## src/rtl/mem_port_arbiter_ctrl_pkg.sv

```systemverilog
// Shared FSM encodings and stall-vector constants for the memory-port arbiter.
// No logic, so no latency; backpressure is expressed entirely through the stall vectors.
package mem_port_arbiter_ctrl_pkg;

   typedef enum logic [1:0] {
      IDLE     = 2'd0,
      IF_XFER  = 2'd1,
      MEM_XFER = 2'd2,
      IF_DROP  = 2'd3
   } arb_state_t;

   // Stall bit k freezes stage register k (bit0 PC ... bit5 WB).
   localparam logic [5:0] STALL_NONE = 6'b000000;
   localparam logic [5:0] STALL_IF   = 6'b000011;
   localparam logic [5:0] STALL_ID   = 6'b000111;
   localparam logic [5:0] STALL_EX   = 6'b001111;
   localparam logic [5:0] STALL_MEM  = 6'b011111;

endpackage

```

## src/rtl/mem_port_arbiter_ctrl_stall_encoder.sv

```systemverilog
// Priority encoder from stall sources to the six-bit pipeline stall vector.
// Purely combinational, zero latency; the deepest stalled stage wins.
module mem_port_arbiter_ctrl_stall_encoder
   import mem_port_arbiter_ctrl_pkg::*;
(
   input  logic       mem_stall,
   input  logic       ex_stall,
   input  logic       id_stall,
   input  logic       if_stall,
   output logic [5:0] stall
);

   always_comb begin
      stall = STALL_NONE;
      if (mem_stall)     stall = STALL_MEM;
      else if (ex_stall) stall = STALL_EX;
      else if (id_stall) stall = STALL_ID;
      else if (if_stall) stall = STALL_IF;
   end

endmodule

```

## src/rtl/mem_port_arbiter_ctrl.sv

```systemverilog
// Arbitrates one shared memory port between fetch and MEM (MEM first) and drives pipeline stalls.
// Port request appears the cycle after grant; acks are combinational with port_ack; requesters stall until acked.
module mem_port_arbiter_ctrl
   import mem_port_arbiter_ctrl_pkg::*;
#(
   parameter int ADDR_W = 32,
   parameter int DATA_W = 32
) (
   input  logic              clk,
   input  logic              rst,
   input  logic              if_req,
   input  logic [ADDR_W-1:0] if_addr,
   output logic              if_ack,
   output logic [DATA_W-1:0] if_rdata,
   input  logic              mem_req,
   input  logic              mem_we,
   input  logic [ADDR_W-1:0] mem_addr,
   input  logic [DATA_W-1:0] mem_wdata,
   output logic              mem_ack,
   output logic [DATA_W-1:0] mem_rdata,
   output logic              port_req,
   output logic              port_we,
   output logic [ADDR_W-1:0] port_addr,
   output logic [DATA_W-1:0] port_wdata,
   input  logic              port_ack,
   input  logic [DATA_W-1:0] port_rdata,
   input  logic              stallreq_id,
   input  logic              stallreq_ex,
   input  logic              branch_taken,
   output logic [5:0]        stall
);

   arb_state_t state;

   // A fetch completing in the same cycle as a redirect is stale, so it is not acknowledged.
   assign mem_ack   = (state == MEM_XFER) && port_ack;
   assign if_ack    = (state == IF_XFER) && port_ack && !branch_taken;
   assign mem_rdata = mem_ack ? port_rdata : '0;
   assign if_rdata  = if_ack ? port_rdata : '0;

   always_ff @(posedge clk or negedge rst) begin
      if (!rst) begin
         state      <= IDLE;
         port_req   <= 1'b0;
         port_we    <= 1'b0;
         port_addr  <= '0;
         port_wdata <= '0;
      end else begin
         case (state)
            IDLE: begin
               if (mem_req) begin
                  state      <= MEM_XFER;
                  port_req   <= 1'b1;
                  port_we    <= mem_we;
                  port_addr  <= mem_addr;
                  port_wdata <= mem_wdata;
               end else if (if_req && !branch_taken) begin
                  state     <= IF_XFER;
                  port_req  <= 1'b1;
                  port_we   <= 1'b0;
                  port_addr <= if_addr;
               end
            end
            MEM_XFER: begin
               if (port_ack) begin
                  if (if_req) begin
                     state     <= IF_XFER;
                     port_we   <= 1'b0;
                     port_addr <= if_addr;
                  end else begin
                     state    <= IDLE;
                     port_req <= 1'b0;
                  end
               end
            end
            IF_XFER: begin
               if (port_ack) begin
                  if (mem_req) begin
                     state      <= MEM_XFER;
                     port_we    <= mem_we;
                     port_addr  <= mem_addr;
                     port_wdata <= mem_wdata;
                  end else begin
                     state    <= IDLE;
                     port_req <= 1'b0;
                  end
               end else if (branch_taken) begin
                  state <= IF_DROP;
               end
            end
            IF_DROP: begin
               // The memory still owes a response; hold the request and swallow it.
               if (port_ack) begin
                  state    <= IDLE;
                  port_req <= 1'b0;
               end
            end
            default: begin
               state    <= IDLE;
               port_req <= 1'b0;
            end
         endcase
      end
   end

   mem_port_arbiter_ctrl_stall_encoder u_stall_encoder (
      .mem_stall (mem_req && !mem_ack),
      .ex_stall  (stallreq_ex),
      .id_stall  (stallreq_id),
      .if_stall  (if_req && !if_ack && !branch_taken),
      .stall     (stall)
   );

endmodule

```

## config.mk

```make
export PLATFORM = sky130hd
export DESIGN_NAME = mem_port_arbiter_ctrl
export DESIGN_NICKNAME = d
export VERILOG_FILES = /design/src/rtl/mem_port_arbiter_ctrl_pkg.sv /design/src/rtl/mem_port_arbiter_ctrl_stall_encoder.sv /design/src/rtl/mem_port_arbiter_ctrl.sv
export SDC_FILE = /design/constraint.sdc
export NUM_CORES = 1
export LEC_CHECK = 0
export BUFFER_PORTS_ARGS = -buffer_cell sky130_fd_sc_hd__buf_2
export CAP_MARGIN = 0
export CORE_MARGIN = 10
export CORE_UTILIZATION = 46
export CTS_CLUSTER_SIZE = 20
export DETAILED_ROUTE_END_ITERATION = 6
export PLACE_DENSITY_LB_ADDON = 0.15
export SYNTH_ARGS = -nofsm -noshare
export SYNTH_HDL_FRONTEND = slang
export SYNTH_SLANG_ARGS = --single-unit
```

## constraint.sdc

```tcl
create_clock -name clk -period 5 [get_ports clk]
set_input_delay 1 -clock clk [delete_from_list [all_inputs] [get_ports clk]]
set_output_delay 1 -clock clk [all_outputs]
set_load 0.01 [all_outputs]
```

==> results.cfg <==
[status]
status = finished clean

[grt]
globalRoute.totalOverflow = 0
grt_pass1_wl_um = 23200
grt_max_degree = 71
antenna_found_initial = 0
grt_pass1_vias = 4254
grt_usage_pct = 21.4

[routing]
met2_length_um = 7410
first_iter_violations = 337
vias_per_cell = 5.38
first_pass_iters = 5
num_vias = 4170
routed.top_layer = met4
ant_nets = 0
wl_met3_um = 1670
drt-met1-wl_um = 5860
wire_per_inst_um = 19.5
routed_wl_um = 15100
drc = 0

[sta]
hold_ws_ns = 0.484
fin_setup_tns_ns = 0
fmax_mhz = 291
slew-limit-headroom_pct = 24.9
drv_slew = 0
fin_crit_sh_pct = 68.7
worst_pin_slew_ns = 1.13
finalSetupViolCount = 0
fin_skew_ns = 0.00596
rsz0062_at_grt = false
hold_viol = 0
period_minus_slack_ns = 3.43

[synthesis]
ys_warn_count = 0
seq_area_frac_synth_pct = 40.8
syn_avg_cell_area_um2 = 10.1
syn_area_um2 = 4170
synth_nets = 554
yosysUniqueCellTypes = 33
syn_inst = 412
synth_seq_cells = 68

[worst_setup_path]
arrival_ns = 2.43
crit_top_cell = buf_2
cp_slowest_cell = buf_2
rrSetupSlack_ns = 2.44
critPathLaunchType = primary input
crit_required_ns = 4.00
r2r-start = state[0]
critPathKind = in -> out
cp.buffers_inverters = 2
endpoint_kind = output port
r2r_end = port_addr[9]
critical-path-top-delay-family = buffers and inverters
cp_max_fo = 40
path_cells = buf_2 > nand2_1 > a21o_1 > or2_2 > o21bai_1 > buf_2
slowest_delay_ns = 0.43
rr_worst_depth = 7

[clocking]
cts.sinks = 68
clkSlewWorstSetupHoldPaths_ns = 0.07
cts_setup_buffers = 0
cts_tree = built
clockBufferDepth = 2
clk_latency_ns = 0.33
cts_made_buffers = 9
root_buffer = clkbuf_8
hold_buffers = 0
cts-resized-gates = 0
htree_num_levels = 3

[placed_design]
dpl.hpwl_um = 11900
place.gp.congestion = 0.896
portBuffers = 273

[final_layout]
final_common_cell = buf_2
area_delta_synth_final_pct = 37.7
fillers = 745
nNetsFinal = 803
final_layout_size_suffix_gt1_share_pct = 51.1
multi_input_area_um2 = 2260
final_cell_mix = buf_2 (273), dfrtp_1 (68), mux2_2 (39)
seq_area_um2 = 1700

[hold_path]
min_to = port_addr[26]
hold_path.startpoint = port_addr[26]
min_path_cells = 1
hp-class = reg -> reg

[die]
rows = 34
pin_count = 275
die_w_um = 115
coreArea_um2 = 8760
die_h_um = 115
start_util_pct = 47.6
die_area_um2 = 13300

[power]
p_per_area_nw_per_um2 = 609
power.leakage_uw = 0.00304
vdd.ir_drop.worst_uv = 394

[job]
max_cap_violations = 0
-- routing by layer --
layer	global-route usage, %	up-vias
li1	-	1984
met1	25.6	1988
met2	34.5	176
met3	9.64	22
met4	5.03	0
met5	0	-
-- final cells by class --
| type | count | area share [%] |
|---|---|---|
| clock buffers | 10 | 2.40 |
| flip-flops and latches | 68 | 29.6 |
| repair buffers | 280 | 24.7 |
| well taps | 108 | 2.35 |
| diodes | 1 | 0.0436 |
| inverters | 5 | 0.327 |
| clock inverters | 6 | 1.11 |
| multi-input cells | 297 | 39.4 |
-- cell families (layout without fill, tap and decap cells) --
group	Yosys count	after routing	synth area share, %
muxes	66	66	17.8
buffers and inverters	47	301	5.13
adders and majority gates	5	5	1.50
and+or+nand+nor	115	115	16.7
other	1	2	0.0899
AOI/OAI and AO/OA	110	110	17.9
DFF	68	68	40.8
-- through the flow --
step / setup slack [ns] / instances / total power, uW / utilization [%] / area (um^2)
6_report: 1.57 / 775 / 3500 / 65.5 / 5740
3_5_place_dp: 1.59 / 758 / 3070 / 63.2 / 5540
5_1_grt: 1.46 / 774 / 3790 / 65.5 / 5740
3_3_place_gp: 1.68 / 758 / 3000 / 63.2 / 5540
4_1_cts: 1.60 / 774 / 3540 / 65.5 / 5740
2_1_floorplan: 1.74 / 412 / 2400 / - / 4170
-- registers in the layout, indices dropped and copies added (netlist names) --
name	cells
state	2
port_req	1
port_wdata	32
port_we	1
port_addr	32
-- how the worst max path moves through the flow --
stage	endpoint	cells after the start	from
CTS	stall[0]	6	port_ack
global route	if_rdata[16]	6	port_ack
finish	stall[0]	6	port_ack
detailed placement	stall[0]	6	port_ack
global placement	stall[1]	6	port_ack
floorplan	stall[1]	6	port_ack
-- worst reg2reg max path: stages (launching register included) --
cell and delay [ns]:
dfrtp_1 0.40, inv_1 0.10, ha_2 0.20, buf_4 0.32
a21boi_0 0.24, a2111oi_4 0.31, buf_4 0.45, mux2_2 0.42
-- cells in the mapped netlist --
| cell | instances | area share [%] |
|---|---|---|
| dfrtp_1 | 68 | 41 |
| mux2_2 | 39 | 11 |
| a21oi_1 | 37 | 4.4 |
| and2_1 | 34 | 5.1 |
| nor2b_1 | 34 | 5.1 |
| and3_1 | 32 | 4.8 |
| clkbuf_1 | 32 | 2.9 |
| a211oi_1 | 31 | 5.6 |
| a22oi_1 | 31 | 5.6 |
| mux2_1 | 26 | 7.0 |
| ha_1 | 5 | 1.5 |
| inv_1 | 5 | 0.45 |
| nand2b_1 | 5 | 0.75 |
| nor2_1 | 5 | 0.45 |
| buf_2 | 3 | 0.36 |
| buf_4 | 3 | 0.54 |
| buf_6 | 3 | 0.81 |
| nand2_1 | 3 | 0.27 |
| o22ai_1 | 2 | 0.30 |
| a2111oi_4 | 1 | 0.66 |
| a21boi_0 | 1 | 0.18 |
| a21boi_1 | 1 | 0.18 |
| a21o_1 | 1 | 0.18 |
| a221oi_1 | 1 | 0.21 |
| a32oi_1 | 1 | 0.21 |
| buf_1 | 1 | 0.090 |
| conb_1 | 1 | 0.090 |
| mux2i_1 | 1 | 0.24 |
| nand3_1 | 1 | 0.12 |
| o21ai_0 | 1 | 0.12 |
| o21ai_1 | 1 | 0.12 |
| o21bai_1 | 1 | 0.18 |
| or2_2 | 1 | 0.15 |
-- report_power, final --
part,total (uW),switching [uW],internal (uW)
logic,2050,1120,934
clock network,454,211,243
registers,989,138,851
Note: power is estimated with default switching activity, not from simulation.
